**config.mk**
```make
export PLATFORM = sky130hd
export DESIGN_NAME = keypad_emulator
export DESIGN_NICKNAME = d
export VERILOG_FILES = /design/src/rtl/keypad_pkg.sv /design/src/rtl/bounce_lfsr.sv /design/src/rtl/keypad_emulator.sv
export SDC_FILE = /design/constraint.sdc
export NUM_CORES = 1
export LEC_CHECK = 0
export ABC_CLOCK_PERIOD_IN_PS = 2640
export BUFFER_PORTS_ARGS = -buffer_cell sky130_fd_sc_hd__buf_2
export CAP_MARGIN = 40
export CORE_MARGIN = 1.5
export CORE_UTILIZATION = 35
export CTS_CLUSTER_DIAMETER = 80
export DETAILED_ROUTE_END_ITERATION = 6
export PLACE_DENSITY = 0.61
export SLEW_MARGIN = 25
export SYNTH_ARGS = -nofsm -noshare
export SYNTH_HDL_FRONTEND = slang
export SYNTH_SLANG_ARGS = --single-unit
```
**constraint.sdc**
```tcl
create_clock -name clk -period 2.64 [get_ports clk]
set_clock_uncertainty 0.2 [all_clocks]
set_input_delay 0 -clock clk [delete_from_list [all_inputs] [get_ports clk]]
set_output_delay 0 -clock clk [all_outputs]
set_load 0.02 [all_outputs]
```
**src/rtl/keypad_pkg.sv**
```systemverilog
// Shared types and constants for the keypad emulator.
// Key map packs {row[1:0], col[1:0]} per hex code.
package keypad_pkg;

   typedef enum logic [2:0] {
      IDLE,
      BOUNCE_PRESS,
      HOLD,
      BOUNCE_RELEASE,
      GAP
   } state_t;

   localparam logic [3:0] LINES_IDLE = 4'hF;
   localparam logic [15:0] LFSR_SEED = 16'hACE1;

   // nibble k = position of hex key k
   localparam logic [15:0][3:0] KEY_MAP =
      64'hECFB_73A9_8654_210D;

   function automatic logic [3:0] key_pos(
      input logic [3:0] code
   );
      return KEY_MAP[code];
   endfunction

endpackage

```
**src/rtl/bounce_lfsr.sv**
```systemverilog
// 16-bit Fibonacci LFSR (taps 16,14,13,11) that supplies
// the chatter pattern while a contact is bouncing.
module bounce_lfsr
   import keypad_pkg::*;
(
   input  logic clk,
   input  logic reset,
   input  logic en,
   output logic bounce_bit
);

   logic [15:0] lfsr;
   logic        fb;

   assign fb = lfsr[15] ^ lfsr[13] ^ lfsr[12] ^ lfsr[10];

   always_ff @(posedge clk) begin
      if (reset)
         lfsr <= LFSR_SEED;
      else if (en)
         lfsr <= {lfsr[14:0], fb};
   end

   assign bounce_bit = lfsr[0];

endmodule

```
**src/rtl/keypad_emulator.sv**
```systemverilog
// Matrix keypad emulator: presses one key per request.
// Define KEYPAD_BOUNCE_EN to add bounce windows around the hold.
module keypad_emulator
   import keypad_pkg::*;
#(
   parameter int HOLD_CYCLES   = 96000,
   parameter int BOUNCE_CYCLES = 4800,
   parameter int GAP_CYCLES    = 48000
)(
   input  logic       clk,
   input  logic       reset,
   input  logic       key_valid,
   input  logic [3:0] key_code,
   output logic       key_ready,
   input  logic [3:0] col_keys,
   output logic [3:0] row_keys,
   output logic       busy,
   output logic       done
);

   localparam int MAX_A =
      (HOLD_CYCLES > BOUNCE_CYCLES) ? HOLD_CYCLES : BOUNCE_CYCLES;
   localparam int MAX_CYC =
      (MAX_A > GAP_CYCLES) ? MAX_A : GAP_CYCLES;
   localparam int CW = $clog2(MAX_CYC) + 1;

   typedef logic [CW-1:0] cnt_t;

   localparam cnt_t HOLD_LD = cnt_t'(HOLD_CYCLES - 1);
   localparam cnt_t GAP_LD  = cnt_t'(GAP_CYCLES - 1);

   state_t     state, state_n;
   cnt_t       cnt, cnt_n;
   logic [1:0] row_sel, col_sel;
   logic       contact;
   logic       last;

`ifdef KEYPAD_BOUNCE_EN
   localparam cnt_t BOUNCE_LD = cnt_t'(BOUNCE_CYCLES - 1);

   logic bounce_bit;

   bounce_lfsr u_lfsr (
      .clk        (clk),
      .reset      (reset),
      .en         (1'b1),
      .bounce_bit (bounce_bit)
   );
`endif

   assign last = (cnt == '0);

   always_ff @(posedge clk) begin
      if (reset) begin
         state   <= IDLE;
         cnt     <= '0;
         row_sel <= '0;
         col_sel <= '0;
      end else begin
         state <= state_n;
         cnt   <= cnt_n;
         if (key_valid && key_ready)
            {row_sel, col_sel} <= key_pos(key_code);
      end
   end

   always_comb begin
      state_n   = state;
      cnt_n     = cnt;
      key_ready = 1'b0;
      busy      = 1'b1;
      done      = 1'b0;
      contact   = 1'b0;
      unique case (state)
         IDLE: begin
            key_ready = 1'b1;
            busy      = 1'b0;
            if (key_valid) begin
`ifdef KEYPAD_BOUNCE_EN
               state_n = BOUNCE_PRESS;
               cnt_n   = BOUNCE_LD;
`else
               state_n = HOLD;
               cnt_n   = HOLD_LD;
`endif
            end
         end
`ifdef KEYPAD_BOUNCE_EN
         BOUNCE_PRESS: begin
            contact = bounce_bit;
            cnt_n   = cnt - 1'b1;
            if (last) begin
               state_n = HOLD;
               cnt_n   = HOLD_LD;
            end
         end
`endif
         HOLD: begin
            contact = 1'b1;
            cnt_n   = cnt - 1'b1;
            if (last) begin
`ifdef KEYPAD_BOUNCE_EN
               state_n = BOUNCE_RELEASE;
               cnt_n   = BOUNCE_LD;
`else
               state_n = GAP;
               cnt_n   = GAP_LD;
`endif
            end
         end
`ifdef KEYPAD_BOUNCE_EN
         BOUNCE_RELEASE: begin
            contact = bounce_bit;
            cnt_n   = cnt - 1'b1;
            if (last) begin
               state_n = GAP;
               cnt_n   = GAP_LD;
            end
         end
`endif
         GAP: begin
            cnt_n = cnt - 1'b1;
            if (last) begin
               state_n = IDLE;
               cnt_n   = '0;
               // an aborting reset must not report completion
               done    = !reset;
            end
         end
         default: begin
            state_n = IDLE;
            cnt_n   = '0;
         end
      endcase
   end

   // reset releases the contact in the cycle it is asserted
   always_comb begin
      row_keys = LINES_IDLE;
      if (contact && !reset && !col_keys[col_sel])
         row_keys[row_sel] = 1'b0;
   end

endmodule
```
Word-level counts from Yosys, hierarchy flattened
Memories as Yosys holds them, arrays and structs flattened. A register that Yosys moved wholly into a read port is not among the register bits. Cells that the tools add are included.

Logic and storage cells: 40. Bits in registers: 21. Memories kept: 1. Input port bits: 11. ROM bits: 64. Output and inout bits: 7.

$lt $le $gt $ge: 3. Reduce and logical (&&, ||, !) cells: 9. Bitwise logic cells: 1. Multiplexer cells: 18. Eq/ne operators: 5. $add $sub $neg: 1.

Memory list: (no name shown) (depth 16, width 4, rd ports 1, clocked after memory_dff 1, write ports 0, line keypad_pkg.sv:23) `return KEY_MAP[code];`.

Operator list (count): two-way mux 18 bit (3); one-hot mux 18 bit (3 select lines) (1); logical NOT 18 bit (1); subtractor 18 x 1 -> 18 bit, second input constant (1); two-way mux 3 bit (3); one-hot mux 3 bit (3 select lines) (1); two-way mux 1 bit (7); less-than comparator 2 x 3 -> 1 bit, second input constant (2); != test 2 bit, second input constant (3); logical AND 1 bit (4); two-way mux 4 bit (1); NOT 4 bit (1); == test 3 x 2 -> 1 bit, second input constant (1); == test 3 bit, second input constant (1); logical NOT 3 bit (1); AND reduction 3 bit (1); binary-select mux 1 bit (select 2 bit) (1); demux 1 bit (select 2 bit) (1); greater-or-equal comparator 2 x 1 -> 1 bit, second input constant (1); logical NOT 1 bit (2).

Depth between registers and ports, before layout
Gate-level depths: netlist of the first run.

Depth in word-level cells: 6. Gate-level depth with buffers: 8. Mapped depth without buffers: 7.

Least setup slack after synthesis of the first run
Ideal clock, no wire load.

Kind: flip-flop to flip-flop. Start: reg cnt[0]. End: reg cnt[14]. Setup time: 0.137 ns. Data arrival time: 1.714 ns. Period minus slack after synthesis: 2.051 ns. Slack: 0.589 ns. Stages on the path, launching flop included: 8. Required time: 2.303 ns. Path buffers: 1. Cell sequence: dfxtp_1 inv_1 ha_1 or3b_1 clkbuf_1 or4_4 nand4_1 o311ai_2.

Cells in the longest elaborated chain, start to end: 3. Elaborated cells on any way between the ends: 5. Those cells by class: 1 x add/sub; 3 x mux; 1 x reduce/logical.

Ends and longest elaborated chain: from (decl) (line keypad_emulator.sv:33) `cnt_t cnt, cnt_n;`; from (signal assigned) (line keypad_emulator.sv:61) `cnt <= cnt_n;`; subtractor 18 x 1 -> 18 bit / logical NOT 18 bit (equally long branches) (line keypad_emulator.sv:100, keypad_emulator.sv:122, keypad_emulator.sv:51); two-way mux 18 bit (on tied branches) (line keypad_emulator.sv:123, keypad_emulator.sv:101); one-hot mux 18 bit (3 select lines) * (line keypad_emulator.sv:74) `unique case (state)`.

Mark *: on every way between the ends. The rest lies on a longest branch, timed or not. A chain may end at the register's enable or synchronous reset.

Worst setup path after layout of the first run
Start: reg cnt[4]. End: out done.

Cells in the longest elaborated chain, start to end: 3.

Ends and longest elaborated chain: logical NOT 18 bit (line keypad_emulator.sv:51) `assign last = (cnt == '0);`; two-way mux 1 bit (line keypad_emulator.sv:123) `if (last) begin`; two-way mux 1 bit (line keypad_emulator.sv:74); to (decl) (line keypad_emulator.sv:18) `output logic done`.

No other way between the ends.

==> flow_summary.ini, run 1 <==
[floorplan]
dieHeight_um = 72.2
die-area_um2 = 5210
core_area_um2 = 4470
ios = 18
die_w_um = 72.2
rows = 24
start_util = 0.374

[setup_path]
cp_data_arrival_time_ns = 2.19
r2r-end = cnt[2]
rrSetupSlack_ns = 0.39
r2r-start = cnt[4]
path_class = reg -> out
reg2reg_depth = 5
crit_fanout = 9
worstSetupEndpointType = output pin
required_ns = 2.44
cp-start-kind = register

[grt]
grt_max_degree = 24
grt_pass1_vias = 1624
gr-usage-all-layers = 0.187
grt-ovfl-total = 0
grt_pass1_wl_um = 7750
antenna_found_initial = 0

[cts]
clockBufferDepth = 2
cts_tree = done
cts_htree_levels = 1
clkSinkCount = 24
root_buffer = clkbuf_8
path_clk_slew_ns = 0.09
cts_buffers = 3
cts_post_setup_buffers_inserted = 0
clk_latency_ns = 0.27

[yosys]
synth_cell_types = 61
yosys_warnings = 0
ys_ff_latch = 24
netlist_area_um2 = 1680
yosys.area.top_type = dfxtp_1
yosys.area.top_type_share = 0.287
ys_seq_area_frac = 0.287
synth_nets = 229
postSynthAreaPerCell_um2 = 7.76
postSynthCellCount = 216
synth_area_leaders = dfxtp_1, o21ai_0, a21oi_1
synth_edf_count = 0
async_flop_share = 0
synth-main-ff-cell = dfxtp_1

[placement]
io_buffers = 17
dpl-instance-area_um2 = 1800
place_hpwl_um = 3130
gp_congestion = 0.878

[cells_and_area]
regArea_um2 = 480
multi_input_area_um2 = 1090
finalNetCount = 252
drive_gt1_frac = 0.165
stdcell_area_um2 = 1930
fillers = 451
syn2layout_area_growth_pct = 15.4
n_antenna_cell = 0

[timing]
max_freq_mhz = 418
setup_tns_ns = 0
relSlewSlack = 0.685
rsz0062_at_grt = no
drv_slew = 0
setup_viol = 0
worst_slew_pin_slew_ns = 0.471
hold_viol = 0
timing.final.crit_share = 0.907
period_needed_ns = 2.39

[route]
wl_per_cell_um = 15.4
drc = 0
wl_um = 4440
vias_per_cell = 5.80
vias = 1675
drt_iter0_markers = 202
firstDrtPassIters = 4
final_antenna_net_count = 0

[outcome]
status = complete, no violations

[worst_hold_path]
hold_path_end = cnt[17]
hp-start = cnt[17]
worstHoldPathType = reg -> reg
hold_depth = 1

[run]
drv_cap = 0

[power_and_ir_drop]
leakage_nw = 0.707
p_per_area_nw_per_um2 = 493
ir_drop_mv = 0.183
==> area by class of cell <==
cell class                 instances  area share
tap                               52      0.0337
sequential                        24       0.249
multi-input combinational        167       0.563
timing repair buffer              31       0.110
inverter                          12      0.0233
clock buffer                       3      0.0214
==> critical path, cell delays in order, from the launching register on <==
cell and delay (ns):
dfxtp_1 0.40, nor4_4 0.50, and2_1 0.40, nand2_2 0.22, nor3_1 0.20, buf_2 0.19
==> registers in the layout, indices dropped and copies added, names as in the netlist <==
| register | flops |
|---|---|
| col_sel | 2 |
| state | 2 |
| cnt | 18 |
| row_sel | 2 |
==> per-stage QoR <==
stage / setup slack [ns] / utilization / cells / power (W) / hold WS [ns]
after global placement: 0.407 / 0.402 / 277 / 0.000719 / 0.186
after floorplan: 0.589 / - / 216 / 0.000657 / -0.0265
after detailed placement: 0.374 / 0.402 / 277 / 0.000720 / 0.180
final: 0.247 / 0.432 / 289 / 0.000953 / 0.304
after global routing: 0.0356 / 0.432 / 289 / 0.00102 / 0.330
after CTS: 0.192 / 0.432 / 289 / 0.000956 / 0.296
==> worst max-delay path by stage <==
| stage | startpoint | end |
|---|---|---|
| floorplan | cnt[0] | cnt[14] |
| CTS | cnt[0] | done |
| finish | cnt[4] | done |
| global placement | cnt[0] | cnt[2] |
| global route | cnt[0] | done |
| detailed placement | cnt[0] | cnt[13] |
==> per-layer routing <==
layer | share of wire | global-route usage | wire (µm) | vias up
met5 | 0 | 0 | 0 | -
met4 | 0.016 | 0.0776 | 72 | 0
met3 | 0.052 | 0.0264 | 231 | 5
met2 | 0.44 | 0.277 | 1980 | 45
met1 | 0.49 | 0.273 | 2160 | 774
li1 | - | - | - | 851
==> cells by family (layout without fill, tap and decap cells) <==
logic type,after synthesis,count (layout),synth area share
flops,24,24,0.287
compound gates,70,70,0.288
mux,4,4,0.0314
xor+xnor,4,4,0.0209
simple gates,87,87,0.294
fa+ha+maj,2,2,0.0149
buf+inv,25,46,0.0642
==> placed cells by master (no fill, tap or decap), types with 2 or more instances in the layout <==
cell type / count
dfxtp_1: 24
o21ai_0: 19
nor2_1: 18
buf_2: 17
a21oi_1: 16
nand2_1: 15
inv_1: 11
nor3_1: 9
nand3_1: 9
dlygate4sd3_1: 9
a31oi_1: 5
a211oi_1: 5
buf_4: 5
nand2b_1: 4
o22ai_1: 4
nor4_1: 3
and2_1: 3
or3_1: 3
nand4_1: 3
mux2i_1: 3
xnor2_1: 3
or4_1: 3
clkbuf_8: 3
a41oi_1: 2
o311a_1: 2
o211ai_1: 2
ha_1: 2
==> Yosys cell counts (all sizes together) (2+ instances only) <==
master and n:
a221oi 2, dfxtp 24, mux2i 3, or3 3, clkbuf 7, a211oi 5, nor4 5, a21oi 17
o21ai 19, inv 11, buf 6, nor2 19, nand2 17, o22ai 4, a41oi 2, nor3 10
or4 4, ha 2, and2 3, nand2b 4, xnor2 3, nand4 3, nand3 9, o311ai 2
o311a 2, a31oi 5, o211ai 2, or2 3
==> power by group <==
part | leakage [nW] | internal, W | switching [W] | total (W)
Sequential | 0.199 | 0.000399 | 0.0000506 | 0.000450
Clock | 0.0216 | 0.000102 | 0.000121 | 0.000224
Combinational | 0.487 | 0.000119 | 0.000161 | 0.000280
Total | 0.707 | 0.000621 | 0.000333 | 0.000953
==> repair_timing <==
| action | 4_1_cts | 5_1_grt |
|---|---|---|
| resized for setup | 0 | 1 |
| hold endpoints to repair | 12 | 0 |
| hold buffers | 9 | 0 |
| setup endpoints to repair | 0 | 1 |
Note: power is estimated with default switching activity, not from simulation.
==> run 2: changes to the inputs <==
Settings changed: CORE_ASPECT_RATIO set to 0.6, SLEW_MARGIN 25 to 5.
==> run 2 against run 1 <==
Sequential power about the same; die area increased by 0.26%; clock-buffer cell count increased by 1; global-route usage increased by 0.27 points; utilization decreased by 1.3 points; cell count increased by 2.8%; clock power increased by 15%; fmax decreased by 2.4%; worst setup slack got worse by 0.059 ns; critical path type unchanged; critical endpoint unchanged; largest cell class unchanged.
==> flow_summary.ini, run 2 (synthesis gave the netlist of run 1 again) <==
[floorplan]
dieHeight_um = 56.6
ios = 18
die-area_um2 = 5220
start_util = 0.365
die_w_um = 92.3
rows = 19
core_area_um2 = 4590

[cells_and_area]
fillers = 456
layout_commonest_cell = dfxtp_1
regArea_um2 = 480
syn2layout_area_growth_pct = 14.9
finalNetCount = 248
mostFrequentLayoutCells = dfxtp_1, o21ai_0, nor2_1
largest_reg_flops = 18
n_antenna_cell = 0
stdcell_area_um2 = 1920
top_register = cnt
drive_gt1_frac = 0.158
multi_input_area_um2 = 1090

[timing]
rsz0062_at_grt = no
setup_viol = 0
max_freq_mhz = 408
setup_tns_ns = 0
timing.final.crit_share = 0.929
worst_slew_pin_slew_ns = 0.490
relSlewSlack = 0.671
drv_slew = 0
holdWs_ns = 0.0361
period_needed_ns = 2.45
hold_viol = 0

[route]
wl_per_cell_um = 15.6
vias_per_cell = 5.73
drc = 0
firstDrtPassIters = 5
drt_iter0_markers = 156
vias = 1703
wl_um = 4640
final_antenna_net_count = 0

[cts]
clk_latency_ns = 0.27
clockBufferDepth = 2
clkSinkCount = 24
postCtsHoldBufs = 7
cts_tree = done
cts_post_setup_buffers_inserted = 0
cts_buffers = 3
root_buffer = clkbuf_8
cts_htree_levels = 1
cts_resized = 0
path_clk_slew_ns = 0.09

[setup_path]
crit_fanout = 9
path_cells = nor4_4 > and2_1 > nand2_2 > nor3_1 > buf_2
cp-start-kind = register
cp_data_arrival_time_ns = 2.25
required_ns = 2.44
critPathSlowestCell = nor4_4
worstSetupEndpointType = output pin
path_class = reg -> out
crit_path_max_incr_delay_ns = 0.53
rrSetupSlack_ns = 0.34

[run]
drv_cap = 0

[grt]
grt_max_degree = 24
grt_pass1_wl_um = 7640
grt_pass1_vias = 1451
grt-ovfl-total = 0
gr-usage-all-layers = 0.190
antenna_found_initial = 0

[power_and_ir_drop]
ir_drop_mv = 0.260
p_per_area_nw_per_um2 = 515
leakage_nw = 0.696

[outcome]
status = complete, no violations

[placement]
dpl-instance-area_um2 = 1800
gp_congestion = 0.871
io_buffers = 17
place_hpwl_um = 3380

[worst_hold_path]
worstHoldPathType = in -> reg
-- run 2: area by class of cell --
cell class	instances	share of cell area
Timing Repair Buffer	27	0.0923
Tap cell	63	0.0410
Multi-Input combinational cell	167	0.565
Clock buffer	4	0.0286
Inverter	12	0.0234
Sequential cell	24	0.250
-- run 2: path summary, 6_finish.rpt --
kind               start         end  cells past startpoint
max reg2reg       cnt[4]     cnt[13]                      5
min          key_code[2]  row_sel[1]                      3
max               cnt[4]        done                      5
min reg2reg      cnt[17]     cnt[17]                      1
-- run 2: through the flow --
step                 util  power [W]  setup WS (ns)  std cells
detailed placement  0.392   0.000723          0.414        286
CTS                 0.419   0.000994          0.188        297
global placement    0.392   0.000725          0.394        286
global route        0.419    0.00105         0.0243        297
finish              0.419   0.000991          0.187        297
floorplan               -   0.000657          0.589        216
-- run 2: critical path, delay by kind of cell (launching register included) --
kind	cells	cell delay, ns
and+or+nand+nor	4	1.38
DFF	1	0.40
buffers and inverters	1	0.19
-- run 2: report_power, final --
part	internal, W	switching (W)	leakage, nW	total, W
clock network	0.000133	0.000124	0.0288	0.000257
registers	0.000399	0.0000518	0.199	0.000451
logic	0.000117	0.000166	0.468	0.000283
total	0.000649	0.000342	0.696	0.000991
-- run 2: routing by layer --
| metal | global-route usage | vias up | share of wire |
|---|---|---|---|
| met4 | 0.0418 | 0 | 0.0054 |
| li1 | - | 853 | - |
| met2 | 0.224 | 61 | 0.38 |
| met5 | 0 | - | 0 |
| met1 | 0.317 | 785 | 0.54 |
| met3 | 0.0542 | 4 | 0.079 |
